$ cat src/rtl/ps2_pkg.sv
// Shared types, timing defaults and helpers for the PS/2 host transmitter.
// Holds the FSM state encoding, the default timing parameters with their
// derived cycle counts, and the odd-parity helper used when building a frame.
package ps2_pkg;

    typedef enum logic [2:0] {
        IDLE,
        INHIBIT,
        RTS,
        BITS,
        STOP,
        ACK,
        WAITIDLE,
        FAIL
    } state_t;

    localparam int unsigned DEF_CLK_MHZ              = 50;
    localparam int unsigned DEF_INHIBIT_US           = 100;
    localparam int unsigned DEF_FIRST_CLK_TIMEOUT_MS = 15;
    localparam int unsigned DEF_FRAME_TIMEOUT_MS     = 2;
    localparam int unsigned DEF_FILTER_CYC           = 8;
    localparam int unsigned DEF_MAX_RETRY            = 2;

    function automatic int unsigned us_to_cycles(input int unsigned mhz, input int unsigned us);
        return mhz * us;
    endfunction

    function automatic int unsigned ms_to_cycles(input int unsigned mhz, input int unsigned ms);
        return mhz * ms * 1000;
    endfunction

    function automatic int unsigned max3(input int unsigned a, input int unsigned b,
                                         input int unsigned c);
        int unsigned m;
        m = (a > b) ? a : b;
        return (m > c) ? m : c;
    endfunction

    localparam int unsigned DEF_INHIBIT_CNT   = us_to_cycles(DEF_CLK_MHZ, DEF_INHIBIT_US);
    localparam int unsigned DEF_FIRST_CLK_CNT = ms_to_cycles(DEF_CLK_MHZ, DEF_FIRST_CLK_TIMEOUT_MS);
    localparam int unsigned DEF_FRAME_CNT     = ms_to_cycles(DEF_CLK_MHZ, DEF_FRAME_TIMEOUT_MS);

    // Odd parity: the 9-bit {parity, data} word always has an odd number of ones.
    function automatic logic odd_parity(input logic [7:0] d);
        return ~^d;
    endfunction

endpackage

$ cat src/rtl/ps2_line_filter.sv
// Conditions one raw PS/2 pin: 2-flop synchronizer followed by a stability
// filter. The filtered level only changes after FILTER_CYC consecutive equal
// synchronized samples; fall pulses for one cycle on a filtered 1->0 change.
// Ports: clk, reset (async, active-high), raw (async pin level),
//        sync (synchronized level), filt (filtered level), fall (edge pulse).
module ps2_line_filter #(
    parameter int unsigned FILTER_CYC = 8
) (
    input  logic clk,
    input  logic reset,
    input  logic raw,
    output logic sync,
    output logic filt,
    output logic fall
);

    localparam int unsigned CW = $clog2(FILTER_CYC) + 1;

    logic          meta;
    logic [CW-1:0] cnt;

    // Idle bus is high, so everything resets to 1.
    always_ff @(posedge clk or posedge reset) begin
        if (reset) begin
            meta <= 1'b1;
            sync <= 1'b1;
            filt <= 1'b1;
            fall <= 1'b0;
            cnt  <= '0;
        end else begin
            meta <= raw;
            sync <= meta;
            fall <= 1'b0;
            if (sync == filt) begin
                cnt <= '0;
            end else if (cnt == CW'(FILTER_CYC - 1)) begin
                filt <= sync;
                cnt  <= '0;
                fall <= filt;
            end else begin
                cnt <= cnt + CW'(1);
            end
        end
    end

endmodule

$ cat src/rtl/ps2_host_tx.sv
// Host-to-device PS/2 transmitter: inhibit, request-to-send, clock out
// start/data/parity/stop on device falling edges, then check the device ACK.
// Ports: clk, reset (async, active-high); tx_data/tx_valid/tx_ready accept a
//        command byte; tx_done / tx_error one-cycle result pulses; busy high
//        outside IDLE; ps2_clk_i/ps2_data_i raw pins; ps2_clk_oe/ps2_data_oe
//        pull the open-collector lines low when 1.
// Build option: define PS2_TX_RETRY_EN to retry a failed frame up to
// MAX_RETRY times before reporting tx_error.
module ps2_host_tx
    import ps2_pkg::*;
#(
    parameter int unsigned CLK_MHZ              = DEF_CLK_MHZ,
    parameter int unsigned INHIBIT_US           = DEF_INHIBIT_US,
    parameter int unsigned FIRST_CLK_TIMEOUT_MS = DEF_FIRST_CLK_TIMEOUT_MS,
    parameter int unsigned FRAME_TIMEOUT_MS     = DEF_FRAME_TIMEOUT_MS,
    parameter int unsigned FILTER_CYC           = DEF_FILTER_CYC,
    parameter int unsigned MAX_RETRY            = DEF_MAX_RETRY
) (
    input  logic       clk,
    input  logic       reset,
    input  logic [7:0] tx_data,
    input  logic       tx_valid,
    output logic       tx_ready,
    output logic       tx_done,
    output logic       tx_error,
    output logic       busy,
    input  logic       ps2_clk_i,
    input  logic       ps2_data_i,
    output logic       ps2_clk_oe,
    output logic       ps2_data_oe
);

    localparam int unsigned INHIBIT_CNT = us_to_cycles(CLK_MHZ, INHIBIT_US);
    localparam int unsigned FIRST_CNT   = ms_to_cycles(CLK_MHZ, FIRST_CLK_TIMEOUT_MS);
    localparam int unsigned FRAME_CNT   = ms_to_cycles(CLK_MHZ, FRAME_TIMEOUT_MS);
    localparam int unsigned TMR_MAX     = max3(INHIBIT_CNT, FIRST_CNT, FRAME_CNT);
    localparam int unsigned TW          = $clog2(TMR_MAX) + 1;

    state_t          state, state_next;
    logic [TW-1:0]   tmr, tmr_next;
    logic [3:0]      bit_cnt, bit_cnt_next;
    logic [8:0]      shift, shift_next;
    logic            clk_oe_next, data_oe_next, done_next, error_next;
    logic            fail_now, frame_to;
    logic            clk_filt, clk_fall, data_filt, data_sync;
    logic            clk_sync_unused, data_fall_unused;

`ifdef PS2_TX_RETRY_EN
    localparam int unsigned RW = $clog2(MAX_RETRY + 1) + 1;
    logic [RW-1:0]   retry_cnt, retry_next;
    logic [7:0]      byte_q, byte_next;
`else
    localparam int unsigned MAX_RETRY_unused = MAX_RETRY;
`endif

    ps2_line_filter #(.FILTER_CYC(FILTER_CYC)) u_clk_filt (
        .clk   (clk),
        .reset (reset),
        .raw   (ps2_clk_i),
        .sync  (clk_sync_unused),
        .filt  (clk_filt),
        .fall  (clk_fall)
    );

    ps2_line_filter #(.FILTER_CYC(FILTER_CYC)) u_data_filt (
        .clk   (clk),
        .reset (reset),
        .raw   (ps2_data_i),
        .sync  (data_sync),
        .filt  (data_filt),
        .fall  (data_fall_unused)
    );

    // State register plus all registered outputs.
    always_ff @(posedge clk or posedge reset) begin
        if (reset) begin
            state       <= IDLE;
            tmr         <= '0;
            bit_cnt     <= '0;
            shift       <= '0;
            ps2_clk_oe  <= 1'b0;
            ps2_data_oe <= 1'b0;
            tx_done     <= 1'b0;
            tx_error    <= 1'b0;
            tx_ready    <= 1'b1;
            busy        <= 1'b0;
`ifdef PS2_TX_RETRY_EN
            retry_cnt   <= '0;
            byte_q      <= '0;
`endif
        end else begin
            state       <= state_next;
            tmr         <= tmr_next;
            bit_cnt     <= bit_cnt_next;
            shift       <= shift_next;
            ps2_clk_oe  <= clk_oe_next;
            ps2_data_oe <= data_oe_next;
            tx_done     <= done_next;
            tx_error    <= error_next;
            tx_ready    <= (state_next == IDLE);
            busy        <= (state_next != IDLE);
`ifdef PS2_TX_RETRY_EN
            retry_cnt   <= retry_next;
            byte_q      <= byte_next;
`endif
        end
    end

    // Next-state and output logic; the single timer is cleared on entry to
    // INHIBIT, RTS and BITS and saturates otherwise.
    always_comb begin
        state_next   = state;
        tmr_next     = (tmr == TW'(TMR_MAX)) ? tmr : tmr + TW'(1);
        bit_cnt_next = bit_cnt;
        shift_next   = shift;
        clk_oe_next  = ps2_clk_oe;
        data_oe_next = ps2_data_oe;
        done_next    = 1'b0;
        error_next   = 1'b0;
        fail_now     = 1'b0;
        frame_to     = 1'b0;
`ifdef PS2_TX_RETRY_EN
        retry_next   = retry_cnt;
        byte_next    = byte_q;
`endif

        case (state)
            IDLE: begin
                clk_oe_next  = 1'b0;
                data_oe_next = 1'b0;
                tmr_next     = '0;
                if (tx_valid) begin
                    shift_next   = {odd_parity(tx_data), tx_data};
                    bit_cnt_next = '0;
                    clk_oe_next  = 1'b1;
                    state_next   = INHIBIT;
`ifdef PS2_TX_RETRY_EN
                    byte_next    = tx_data;
                    retry_next   = '0;
`endif
                end
            end
            INHIBIT: begin
                // data_oe registers one cycle early so it is low on the last inhibit cycle
                if (tmr == TW'(INHIBIT_CNT - 1)) begin
                    state_next   = RTS;
                    clk_oe_next  = 1'b0;
                    data_oe_next = 1'b1;
                    tmr_next     = '0;
                end else if (tmr + TW'(2) >= TW'(INHIBIT_CNT)) begin
                    data_oe_next = 1'b1;
                end
            end
            RTS: begin
                if (clk_fall) begin
                    state_next = BITS;
                    tmr_next   = '0;
                end else if (tmr == TW'(FIRST_CNT - 1)) begin
                    fail_now = 1'b1;
                end
            end
            BITS: begin
                frame_to = 1'b1;
                if (clk_fall) begin
                    data_oe_next = ~shift[0];
                    shift_next   = {1'b0, shift[8:1]};
                    bit_cnt_next = bit_cnt + 4'd1;
                    if (bit_cnt == 4'd8) state_next = STOP;
                end
            end
            STOP: begin
                frame_to = 1'b1;
                if (clk_fall) begin
                    data_oe_next = 1'b0;
                    state_next   = ACK;
                end
            end
            ACK: begin
                frame_to = 1'b1;
                if (clk_fall) begin
                    if (!data_filt) state_next = WAITIDLE;
                    else            fail_now   = 1'b1;
                end
            end
            WAITIDLE: begin
                frame_to = 1'b1;
                if (clk_filt && data_sync) begin
                    done_next  = 1'b1;
                    state_next = IDLE;
                end
            end
            FAIL: begin
                state_next = IDLE;
`ifdef PS2_TX_RETRY_EN
                if (retry_cnt != RW'(MAX_RETRY)) begin
                    state_next   = INHIBIT;
                    clk_oe_next  = 1'b1;
                    shift_next   = {odd_parity(byte_q), byte_q};
                    bit_cnt_next = '0;
                    tmr_next     = '0;
                    retry_next   = retry_cnt + RW'(1);
                end
`endif
            end
            default: state_next = IDLE;
        endcase

        // Frame timeout; a completing frame wins over a same-cycle expiry.
        if (frame_to && (tmr == TW'(FRAME_CNT - 1)) && !done_next) fail_now = 1'b1;

        if (fail_now) begin
            state_next   = FAIL;
            clk_oe_next  = 1'b0;
            data_oe_next = 1'b0;
`ifdef PS2_TX_RETRY_EN
            error_next   = (retry_cnt == RW'(MAX_RETRY));
`else
            error_next   = 1'b1;
`endif
        end
    end

endmodule

$ cat config.mk
export PLATFORM = sky130hd
export DESIGN_NAME = ps2_host_tx
export DESIGN_NICKNAME = d
export VERILOG_FILES = /design/src/rtl/ps2_pkg.sv /design/src/rtl/ps2_line_filter.sv /design/src/rtl/ps2_host_tx.sv
export SDC_FILE = /design/constraint.sdc
export NUM_CORES = 1
export LEC_CHECK = 0
export BUFFER_PORTS_ARGS = -buffer_cell sky130_fd_sc_hd__buf_2
export CAP_MARGIN = 10
export CORE_ASPECT_RATIO = 1.2
export CORE_MARGIN = 2
export CORE_UTILIZATION = 40
export CTS_BUF_LIST = sky130_fd_sc_hd__clkbuf_16
export DETAILED_ROUTE_END_ITERATION = 10
export SETUP_SLACK_MARGIN = 0.05
export SYNTH_ARGS = -nofsm -noshare
export SYNTH_HDL_FRONTEND = slang
export SYNTH_SLANG_ARGS = --single-unit
$ cat constraint.sdc
create_clock -name clk -period 3.05 [get_ports clk]
set_input_delay 0.61 -clock clk [delete_from_list [all_inputs] [get_ports clk]]
set_output_delay 0.61 -clock clk [all_outputs]
set_load 0.02 [all_outputs]
Word level (Yosys, flattened, before mapping)
Index checks and enable logic that the tools add are counted.
{"block": "totals", "word_cells": 114, "ram_bits": 0, "latch_bits": 0, "reg_bits": 58, "n_memories": 0, "rom_bits": 0}
{"block": "op_classes", "n_eq_ne": 22, "mul": 0, "bitwise_logic": 3, "mux": 47, "magnitude_cmp": 1, "n_reduce_logical": 17, "shift": 0, "add_sub_neg": 5, "n_div": 0}
{"op": "two-way mux 21 bit", "n": 3}
{"op": "one-hot mux 21 bit (3 select lines)", "n": 1}
{"op": "== test 21 x 20 -> 1 bit, second input constant", "n": 2}
{"op": "two-way mux 3 bit", "n": 10}
{"op": "two-way mux 4 bit", "n": 6}
{"op": "one-hot mux 3 bit (8 select lines)", "n": 1}
{"op": "adder 21 x 1 -> 21 bit, second input constant", "n": 1}
{"op": "adder 21 x 2 -> 21 bit, second input constant", "n": 1}
{"op": "== test 21 x 13 -> 1 bit, second input constant", "n": 1}
{"op": "== test 21 x 17 -> 1 bit, second input constant", "n": 1}
{"op": "greater-or-equal comparator 21 x 13 -> 1 bit, second input constant", "n": 1}
{"op": "two-way mux 1 bit", "n": 19}
{"op": "two-way mux 9 bit", "n": 2}
{"op": "one-hot mux 9 bit (2 select lines)", "n": 1}
{"op": "adder 4 x 1 -> 4 bit, second input constant", "n": 3}
{"op": "== test 3 bit, second input constant", "n": 4}
{"op": "== test 4 x 3 -> 1 bit, second input constant", "n": 2}
{"op": "one-hot mux 4 bit (2 select lines)", "n": 1}
{"op": "XNOR reduction 8 bit", "n": 1}
{"op": "== test 3 x 2 -> 1 bit, second input constant", "n": 2}
{"op": "logical NOT 3 bit", "n": 2}
{"op": "!= test 3 x 2 -> 1 bit, second input constant", "n": 2}
{"op": "AND reduction 2 bit", "n": 3}
{"op": "nonzero test 3 bit", "n": 2}
{"op": "other kinds (17)", "n": 23}

Depth between registers and ports, before layout
{"block": "logic_depth", "depth_word": 8, "ltp_mapped": 8}

Hierarchy
Synthesis repeated with hierarchy kept, for this count alone.
{"block": "hier_totals", "hier_cells": 380, "area_unflattened_um2": 3400.8}
{"module": "ps2_host_tx", "seq_area_each_um2": 1077.3, "instances": 1, "area_per_inst_um2": 2770.2, "cells_each": 336}
{"module": "ps2_line_filter", "seq_area_each_um2": 203.9, "instances": 2, "area_per_inst_um2": 315.3, "cells_each": 22}

Worst setup path after synthesis
No wires, ideal clock.
{"block": "synth_timing", "path_type": "reg-to-reg", "startpoint": "reg tmr[11]", "endpoint": "reg ps2_data_oe", "path_slack_ns": 0.672, "setup_time_ns": 0.125, "synth_period_minus_slack_ns": 2.378, "path_buffers": 1, "stages_incl_launch_ff": 8, "arrival_ns": 2.253, "cell_sequence": "dfrtp_1 > buf_6 > or4b_4 > or4_4 > or2_4 > o211ai_4 > nor4_2 > mux2_4"}
{"block": "synth_between", "elab_chain_len": 7, "word_cells_on_any_way": 19, "classes_between": "add/sub: 1; order compare: 1; eq/ne: 6; mux: 7; reduce/logical: 4"}
{"item": "start, declared", "line": "ps2_host_tx.sv:40", "rtl": "logic [TW-1:0] tmr, tmr_next;"}
{"item": "start signal, assigned", "line": "ps2_host_tx.sv:93", "rtl": "tmr <= tmr_next;"}
{"item": "branches (longest 7 deep; another with adder 21 x 2 -> 21 bit)"}
{"item": "end signal, assigned", "line": "ps2_host_tx.sv:97", "rtl": "ps2_data_oe <= data_oe_next;"}
{"item": "end, declared", "line": "ps2_host_tx.sv:30", "rtl": "output logic ps2_data_oe"}
Several ways; the timed one is not identified.
A chain may end at the register's enable or synchronous reset.

Worst setup path in the final report
Ends and elaborated chain as after synthesis.

==> results.md <==
- Run status: finished, final reports clean
- Final setup vio count: 0
- CTS root buffer: clkbuf_16
- Max rail drop VDD: between 200 and 300 uV
- Slew @ Worst Pin: 494 ps
- Worst rel slew slack: 0.668
- Synth-to-Final Area Change: 13.5%
- Sw Pwr: ~0.00046 W
- Initial core utilization: 0.412
- Vias per std cell: between 5 and 6
- DP HPWL: 5080 um
- Sw frac: 0.243
- Vias: 2701
- H-tree levels: 3
- Final Cell Area: 0.00381 mm2
- Post-synthesis sequential area ratio: 0.435
- Most common flop cell mapped by yosys: dfrtp_1
- DRT Pass-1 Iters: 4
- Gp weighted congestion: between 0.8 and 0.9
- Total Routing Usage GR: 0.173
- Die area: just over 0.009 mm2
- Final Hold Fails: 0
- Cell row count: 36
- Clock Tree Buf Depth: 2
- Die H: roughly 100 um
- Chip Width: around 88 um
- Max Fclk: 0.401 GHz
- Largest net degree at the start of global routing: 22
- Layout cells sized above 1: 0.176
- CTS buffer count: 9
- Reg clk slew, reported paths: 60 ps
- CP startpoint kind: register
- Max FO, Critical Path: 8
- Post-synthesis cell type count: 59
- Drt first-iter violations: 104
- Total grt overflow: 0
- Antenna violations before repair: 0
- Antenna Nets Post-Route: 0
- Clk_skew: 13.7 ps
- Worst EP arrival: 2700 ps
- Mapped Area: 0.00336 mm2
- FF+latch count, synth: 58
- Post-DP Area: 0.00354 mm2
- Commonest non-fill, non-tap cell in the layout: nor2_1
- Setup TNS: 0 ps
- Ant. Diodes: 0
- IO Pins: 19
- Clock Power Share: 0.472
- # nets final: ~400
- Max-cap violations: 0
- Syn Area/Cell: 9.15 um2
- Post-route minimum period: 2490 ps
- DR WL/cell: 14.2 um
- Worst EP required: 3260 ps
- Slew Limit Fails: 0
- Pwr Density: 499 mW/mm2
- Period utilisation layout: 0.817
- RSZ-0062 raised after global routing: false
- PostCTS Resize Cnt: 0
- Most frequent cells in the layout: nor2_1, dfrtp_1, nand2_1
- CTS Hold Bufs: 0
- CTS tree: done
- Mapped Cells: 367
- IO buf count: 18
- Syn_nets: just under 400
- Number of flops mapped to enable cells by yosys: 0
- Comb power frac: 0.072
- Tightest Hold Check Type: in2async
- Crit. End Element: register
- Seq pwr share: 0.456
- Clock sink count: 58
- Synth warn: 0
- Routed WL: 7130 um
- Post-CTS Setup Bufs: 0
- Int Pwr: approximately 0.0014 W
- Kind of critical path: reg2reg
- Total power: 0.00190 W
- Core area: between 0.008 and 0.009 mm2
- Vias in the first global route: 2619
- First-pass GRT wire length: around 13000 um
- Pleak: 1.64 nW
- Worst skew pair latency: 330 ps
- # DRC: 0
- Async S/R FF share, synth: 1.00
[power groups by stage]
stage / Sequential (W) / Combinational, W / Clock, W
3_3_place_gp: 0.000877 / 0.000138 / 0
5_1_grt: 0.000873 / 0.000163 / 0.000965
4_1_cts: 0.000866 / 0.000142 / 0.000926
3_5_place_dp: 0.000879 / 0.000139 / 0
6_report: 0.000866 / 0.000137 / 0.000897
2_1_floorplan: 0.000869 / 0.000107 / 0
[metal layers]
metal | share of wire | global-route usage | vias up
met5 | 0 | 0 | -
met4 | 0.013 | 0.0593 | 0
met3 | 0.027 | 0.0548 | 7
met2 | 0.50 | 0.271 | 40
met1 | 0.46 | 0.224 | 1320
li1 | - | - | 1334
[worst paths after layout]
| check | end | startpoint | slack [ps] | cells past startpoint |
|---|---|---|---|---|
| worst max-delay path | ps2_data_oe | tmr[11] | 560 | 6 |
| worst min-delay path | tmr[17] | reset | 270 | 2 |
| worst max register to register | ps2_data_oe | tmr[11] | 560 | 6 |
| worst min register to register | u_clk_filt.sync | u_clk_filt.meta | 360 | 0 |
| max in group asynchronous | u_data_filt.filt | reset | 2090 | 3 |
| min in group clk | u_clk_filt.sync | u_clk_filt.meta | 360 | 0 |
[cell type report]
type                    count  area (um2)
clock buffers               9         225
clock inverters             7        46.3
fillers                   783        4340
inverters                   9        33.8
multi-input cells         278        1750
flip-flops and latches     58        1460
well taps                 114         143
repair buffers             26         150
[through the flow]
step | hold WS, ps | instances | setup WS, ps | util
final | 269 | 501 | 559 | 0.467
after global routing | 310 | 501 | 285 | 0.467
after CTS | 279 | 501 | 544 | 0.467
after detailed placement | 353 | 485 | 550 | 0.434
after global placement | 350 | 485 | 563 | 0.434
after floorplan | 345 | 367 | 672 | -
[state kept, by name, indices dropped and copies added (netlist names)]
signal and cells:
ps2_clk_oe 1, ps2_data_oe 1, state 3, u_data_filt.cnt 4, u_data_filt.sync 1, u_clk_filt.cnt 4, u_data_filt.filt 1, bit_cnt 4
busy 1, u_clk_filt.fall 1, u_clk_filt.filt 1, tx_error 1, tx_done 1, u_clk_filt.sync 1, u_data_filt.meta 1, tx_ready 1
tmr 21, u_clk_filt.meta 1, shift 9
[logic make-up after synthesis]
family | Yosys count | share of synthesized area
AND/OR/NAND/NOR | 180 | 0.278
flip-flops | 58 | 0.435
AO/OA/AOI/OAI | 52 | 0.107
XOR/XNOR | 31 | 0.0809
buffers and inverters | 31 | 0.0429
multiplexers | 8 | 0.0298
adder cells (fa/ha/maj) | 7 | 0.0261
[cell usage after synthesis (8+ instances only)]
cell type / instances / area share
dfrtp_1: 51 / 0.38
xor2_1: 13 / 0.034
nand3_1: 18 / 0.027
inv_1: 9 / 0.010
nor2_1: 54 / 0.060
xnor2_1: 18 / 0.047
nor3_1: 10 / 0.015
a21oi_1: 14 / 0.021
nand4_1: 17 / 0.032
o22ai_1: 8 / 0.015
nor4_1: 9 / 0.017
clkbuf_1: 10 / 0.011
o21ai_0: 8 / 0.012
nand2_1: 28 / 0.031
[worst max-delay path, cell delays in order, from the launching register on]
cell	delay, ps
dfrtp_1	450
or4b_4	570
or4_4	510
or2_4	260
o211ai_4	250
nor4_2	80
mux2_4	260
Note: power is estimated with default switching activity, not from simulation.
